## config.mk

```make
export PLATFORM = sky130hd
export DESIGN_NAME = fx3_packet_streamer
export DESIGN_NICKNAME = d
export VERILOG_FILES = /design/src/rtl/fx3_packet_streamer_pkg.sv /design/src/rtl/fx3_packet_streamer_read_align.sv /design/src/rtl/fx3_packet_streamer.sv
export SDC_FILE = /design/constraint.sdc
export NUM_CORES = 1
export LEC_CHECK = 0
export BUFFER_PORTS_ARGS = -buffer_cell sky130_fd_sc_hd__buf_2
export CAP_MARGIN = 40
export CORE_MARGIN = 2
export CORE_UTILIZATION = 52
export CTS_BUF_LIST = sky130_fd_sc_hd__clkbuf_16
export CTS_CLUSTER_DIAMETER = 40
export DETAILED_ROUTE_END_ITERATION = 8
export PLACE_DENSITY = 0.78
export SKIP_CTS_REPAIR_TIMING = 1
export SLEW_MARGIN = 20
export SYNTH_ARGS = -nofsm -noshare
export SYNTH_HDL_FRONTEND = slang
export SYNTH_SLANG_ARGS = --single-unit
```

## constraint.sdc

```tcl
create_clock -name fx3Clk -period 1.65 [get_ports fx3Clk]
set_input_delay 0.0825 -clock fx3Clk [delete_from_list [all_inputs] [get_ports fx3Clk]]
set_output_delay 0.0825 -clock fx3Clk [all_outputs]
set_load 0.01 [all_outputs]
```

## src/rtl/fx3_packet_streamer_pkg.sv

```systemverilog
// Shared definitions for the FX3 packet streamer and its upstream FIFO stage.
// The default packet size is also the threshold upstream uses to raise
// dataAvailable, so both sides stay consistent.
package fx3_packet_streamer_pkg;

    localparam int DEFAULT_PACKET_WORDS = 8192;
    localparam int DEFAULT_READ_LATENCY = 2;
    localparam int SAMPLE_W             = 16;
    localparam int PACKET_COUNT_W       = 16;

    typedef enum logic [1:0] {
        ST_IDLE  = 2'd0,
        ST_BURST = 2'd1,
        ST_DRAIN = 2'd2,
        ST_HALT  = 2'd3
    } stream_state_t;

    // Completed-packet counter advance; wraps from all-ones to zero.
    function automatic logic [PACKET_COUNT_W-1:0] next_packet_count(
        input logic [PACKET_COUNT_W-1:0] count
    );
        return count + PACKET_COUNT_W'(1);
    endfunction

endpackage

```

## src/rtl/fx3_packet_streamer_read_align.sv

```systemverilog
// Valid/last delay line matching the FIFO + conversion read latency.
// A read request entering here emerges STAGES cycles later, exactly when the
// corresponding sample is present on dataIn. A synchronous clear drops every
// word in flight so that an aborted packet never reaches the FX3 bus.
module read_align_pipe #(
    parameter int STAGES = 2
) (
    input  logic clk,
    input  logic reset_n,
    input  logic clear,
    input  logic vld_in,
    input  logic last_in,
    output logic vld_out,
    output logic last_out
);

    logic [STAGES-1:0] vld_p;
    logic [STAGES-1:0] last_p;

    // Shift the read tags forward one stage per cycle; clear empties the pipe.
    always_ff @(posedge clk) begin
        if (!reset_n || clear) begin
            vld_p  <= '0;
            last_p <= '0;
        end else begin
            vld_p[0]  <= vld_in;
            last_p[0] <= last_in & vld_in;
            for (int i = 1; i < STAGES; i++) begin
                vld_p[i]  <= vld_p[i-1];
                last_p[i] <= last_p[i-1];
            end
        end
    end

    assign vld_out  = vld_p[STAGES-1];
    assign last_out = last_p[STAGES-1];

endmodule

```

## src/rtl/fx3_packet_streamer.sv

```systemverilog
// FX3 packet streamer: waits for a full packet in the sample FIFO and a free
// FX3 DMA buffer, then drains exactly one packet onto the GPIF bus with a
// contiguous write strobe and an end-of-packet flag on the final word.
// A buffer error while capturing aborts the packet without an end flag.
module fx3_packet_streamer
    import fx3_packet_streamer_pkg::*;
#(
    parameter int PACKET_WORDS = DEFAULT_PACKET_WORDS,
    parameter int READ_LATENCY = DEFAULT_READ_LATENCY
) (
    input  logic                      fx3Clk,
    input  logic                      nReset,
    input  logic                      collectData,
    input  logic                      dataAvailable,
    input  logic                      bufferError,
    input  logic                      fx3Ready,
    input  logic [SAMPLE_W-1:0]       dataIn,
    output logic                      readData,
    output logic                      fx3Write,
    output logic                      fx3EndPacket,
    output logic [SAMPLE_W-1:0]       fx3Data,
    output logic                      streaming,
    output logic [PACKET_COUNT_W-1:0] packetCount
);

    localparam int               CNT_W     = $clog2(PACKET_WORDS);
    localparam logic [CNT_W-1:0] LAST_WORD = CNT_W'(PACKET_WORDS - 1);

    stream_state_t               state;
    stream_state_t               state_next;
    logic [CNT_W-1:0]            word_count;
    logic                        start_req;
    logic                        halt_req;
    logic                        burst_last;
    logic                        align_vld;
    logic                        align_last;
    logic                        write_p1;
    logic                        end_p1;
    logic signed [SAMPLE_W-1:0]  sample_p1;
    logic [PACKET_COUNT_W-1:0]   packet_count;

    // fx3Ready is only consulted here: the FX3 buffer always holds a whole packet.
    assign start_req  = collectData & dataAvailable & fx3Ready & ~bufferError;
    assign halt_req   = bufferError & collectData;
    assign burst_last = (state == ST_BURST) && (word_count == LAST_WORD);

    // State register.
    always_ff @(posedge fx3Clk) begin
        if (!nReset) begin
            state <= ST_IDLE;
        end else begin
            state <= state_next;
        end
    end

    // Next-state decode; read request and streaming flag come from the current state.
    always_comb begin
        state_next = state;
        readData   = 1'b0;
        streaming  = 1'b0;
        if (halt_req) begin
            state_next = ST_HALT;
        end else begin
            case (state)
                ST_IDLE:  if (start_req)    state_next = ST_BURST;
                ST_BURST: if (burst_last)   state_next = ST_DRAIN;
                ST_DRAIN: if (end_p1)       state_next = ST_IDLE;
                ST_HALT:  if (!collectData) state_next = ST_IDLE;
                default:                    state_next = ST_IDLE;
            endcase
        end
        readData  = (state == ST_BURST);
        streaming = (state == ST_BURST) || (state == ST_DRAIN);
    end

    // Word counter: counts reads within the burst, parked at zero elsewhere.
    always_ff @(posedge fx3Clk) begin
        if (!nReset) begin
            word_count <= '0;
        end else if (state != ST_BURST) begin
            word_count <= '0;
        end else begin
            word_count <= word_count + CNT_W'(1);
        end
    end

    // Stage p0: read tags travel alongside the FIFO latency.
    read_align_pipe #(
        .STAGES (READ_LATENCY)
    ) u_read_align (
        .clk      (fx3Clk),
        .reset_n  (nReset),
        .clear    (halt_req),
        .vld_in   (readData),
        .last_in  (burst_last),
        .vld_out  (align_vld),
        .last_out (align_last)
    );

    // Stage p1: register the arriving sample and its strobes onto the GPIF bus.
    always_ff @(posedge fx3Clk) begin
        if (!nReset) begin
            write_p1  <= 1'b0;
            end_p1    <= 1'b0;
            sample_p1 <= '0;
        end else begin
            write_p1 <= align_vld & ~halt_req;
            end_p1   <= align_vld & align_last & ~halt_req;
            if (align_vld && !halt_req) begin
                sample_p1 <= $signed(dataIn);
            end
        end
    end

    // Completed-packet counter, advanced while the end flag is on the bus.
    always_ff @(posedge fx3Clk) begin
        if (!nReset) begin
            packet_count <= '0;
        end else if (end_p1) begin
            packet_count <= next_packet_count(packet_count);
        end
    end

    assign fx3Write     = write_p1;
    assign fx3EndPacket = end_p1;
    assign fx3Data      = sample_p1;
    assign packetCount  = packet_count;

endmodule
```

==> impl_metrics.env <==
export IMPL_status="completed"
export IMPL_num_vias=1861
export IMPL_drt_iter0_drc=65
export IMPL_cts_sinks=53
export IMPL_crit_family="compound AO/OA/AOI/OAI gates"
export IMPL_synth_top_family_by_area="simple AND/OR/NAND/NOR gates"
export IMPL_grt_max_degree=32
export IMPL_n_fill_cell=329
export IMPL_final_hold_viol_count=0
export IMPL_wirelength_mm=4.50
export IMPL_relSlewSlack_pct=63.1
export IMPL_vias_per_cell=5.20
export IMPL_dp_hpwl_mm=3.25
export IMPL_crit_type="reg -> reg"
export IMPL_grt_pass1_wl_mm=7.62
export IMPL_fp_dieArea_mm2=0.00485
export IMPL_grt_usage_pct=19.5
export IMPL_cts_buffer_depth=2
export IMPL_r2r_slack_ns=0.13
export IMPL_numCtsBuffers=5
export IMPL_drc=0
export IMPL_die_y_um=69.6
export IMPL_crit_chain="inv_1 -> ha_1 -> and2b_1 -> a2111oi_1 -> o21ai_0 -> o211a_1"
export IMPL_htree_levels=2
export IMPL_area_growth_pct=22.1
export IMPL_die_x_um=69.6
export IMPL_antenna_cells=0
export IMPL_layout_drive_gt1_share_pct=26.3
export IMPL_syn_area_mm2=0.00224
export IMPL_first_pass_iters=4
export IMPL_synthArstFlopShare_pct=0
export IMPL_fmax_mhz=656
export IMPL_clk_latency_ns=0.29
export IMPL_rsz0062_at_grt="no"
export IMPL_syn_nets=275
export IMPL_max_cap_violations=0
export IMPL_synth_simple_gate_area_share_pct=26.9
export IMPL_start_kind="flip-flop"
export IMPL_drv_slew=0
export IMPL_synth_cells=246
export IMPL_placed_cell_area_mm2=0.00258
export IMPL_timing_hold_ws_ns=0.0176
export IMPL_grt_overflow=0
export IMPL_min_period_ns=1.52
export IMPL_port_buffers=57
export IMPL_min_path_type="in -> reg"
export IMPL_ant_nets=0
export IMPL_synth_adder_area_share_pct=3.91
export IMPL_path_clk_slew_ns=0.06
export IMPL_ios=58
export IMPL_synth_xor_area_share_pct=8.22
export IMPL_setup_violations=0
export IMPL_ir_drop_uv=749
export IMPL_min_period_over_period_pct=92.3
export IMPL_clock_skew_ns=0.00565
export IMPL_reg2reg_depth=6
export IMPL_first_global_vias=1730
export IMPL_worst_slack_ns=0.127
export IMPL_crit_arrival_ns=1.71
export IMPL_power_density_mw_per_mm2=1020
export IMPL_min_path_cells=2
export IMPL_synth_compound_area_share_pct=9.73
export IMPL_p_leak_uw=0.00115
export IMPL_synth_area_mux_share_pct=0.447
export IMPL_yosys_warnings=0
export IMPL_synth_seq_area_share_pct=47.4
export IMPL_tns_ns=0
export IMPL_ys_types=36
export IMPL_rows=23
export IMPL_crit_slowest_cell="dfxtp_1"
export IMPL_fin_nets=336
export IMPL_synth_edf_count=0
export IMPL_path_depth=6
export IMPL_cp_required_ns=1.83
export IMPL_synth_seq_cells=53
export IMPL_cts_root_buf="clkbuf_16"
export IMPL_initial_core_util_pct=55.2
export IMPL_place_ws_ns=0.105
export IMPL_avgSynthCellArea_um2=9.10
export IMPL_gp_congestion=0.831
export IMPL_worstMarginPinSlew_ns=0.553
export IMPL_max_stage_delay_ns=0.37
export IMPL_critical_path_max_fanout=4
export IMPL_crit_buf_inv=1
export IMPL_synthFlopType="dfxtp_1"
export IMPL_antenna_found_initial=0
export IMPL_endpoint_kind="flip-flop"
export IMPL_wire_per_inst_um=12.6
export IMPL_cts_tree="yes"
export IMPL_coreArea_mm2=0.00406
export IMPL_fin_area_mm2=0.00273
[layout by cell type (no fill, tap or decap), types with 6 or more instances in the layout]
cell and instances:
and3_1 6, nand4_1 11, nor3_1 6, ha_1 7, nand3_1 6, buf_4 7
dfxtp_1 53, a21oi_1 20, xor2_1 12, nand2_1 42, xnor2_1 9, buf_2 57
nor2_1 24
[registers in the layout, indices dropped and copies added (netlist names)]
signal               count
fx3Data                 16
fx3EndPacket             1
fx3Write                 1
packetCount             16
state                    2
u_read_align.last_p      2
u_read_align.vld_p       2
word_count              13
[cell usage after synthesis (2+ instances only)]
| master | instances | area share, % |
|---|---|---|
| nand3_2 | 2 | 0.89 |
| dfxtp_1 | 53 | 47 |
| or3_1 | 4 | 1.1 |
| nor4_1 | 2 | 0.56 |
| a2111oi_0 | 2 | 0.78 |
| nand3_1 | 6 | 1.3 |
| and2_1 | 3 | 0.84 |
| o21ai_0 | 5 | 1.1 |
| buf_6 | 2 | 1.0 |
| inv_1 | 5 | 0.84 |
| and4_1 | 2 | 0.78 |
| xnor2_1 | 9 | 3.5 |
| ha_1 | 7 | 3.9 |
| and3_1 | 6 | 1.7 |
| xor2_1 | 12 | 4.7 |
| nor2_1 | 24 | 4.0 |
| nand4_1 | 11 | 3.1 |
| nand2_1 | 42 | 7.0 |
| o21a_1 | 3 | 1.0 |
| a21oi_1 | 20 | 4.5 |
| nor3_1 | 6 | 1.3 |
| clkbuf_1 | 6 | 1.0 |
[through the flow]
stage / util [%] / total power [µW] / std cells
final: 67.3 / 2800 / 358
after floorplan: - / 1660 / 246
after global placement: 63.6 / 1770 / 350
after CTS: 67.3 / 2820 / 358
after global routing: 67.3 / 2940 / 358
after detailed placement: 63.6 / 1790 / 350
[power by group]
group / switching [µW] / internal [µW]
clock network: 467 / 570
registers: 35.3 / 1330
logic: 228 / 168
[final cells by class]
| cell class | count | area, µm² | share of cell area, % |
|---|---|---|---|
| clock inverters | 3 | 25.0 | 0.916 |
| inverters | 5 | 18.8 | 0.687 |
| well taps | 50 | 62.6 | 2.29 |
| flip-flops and latches | 53 | 1060 | 38.8 |
| repair buffers | 64 | 338 | 12.4 |
| multi-input cells | 178 | 1100 | 40.3 |
| clock buffers | 5 | 125 | 4.58 |
[routing by layer]
| metal | vias up | routed length (µm) | GRT usage (%) |
|---|---|---|---|
| met5 | - | 0 | 0 |
| met4 | 0 | 90 | 7.91 |
| met3 | 9 | 328 | 6.69 |
| met2 | 57 | 1930 | 30.0 |
| met1 | 828 | 2160 | 25.0 |
| li1 | 967 | - | - |
[final timing paths]
kind | startpoint | end
worst max-delay path | state[0] | state[0]
worst min-delay path | bufferError | u_read_align.vld_p[0]
worst max register to register | state[0] | state[0]
worst min register to register | u_read_align.last_p[1] | fx3EndPacket
[cells by family (layout without fill, tap and decap cells)]
group / count (synthesis) / in the layout
DFF: 53 / 53
adders and majority gates: 7 / 7
AOI/OAI and AO/OA: 35 / 35
muxes: 1 / 1
xor gates and xnor gates: 21 / 21
and+or+nand+nor: 114 / 114
buffers and inverters: 15 / 77
Note: power is estimated with default switching activity, not from simulation.
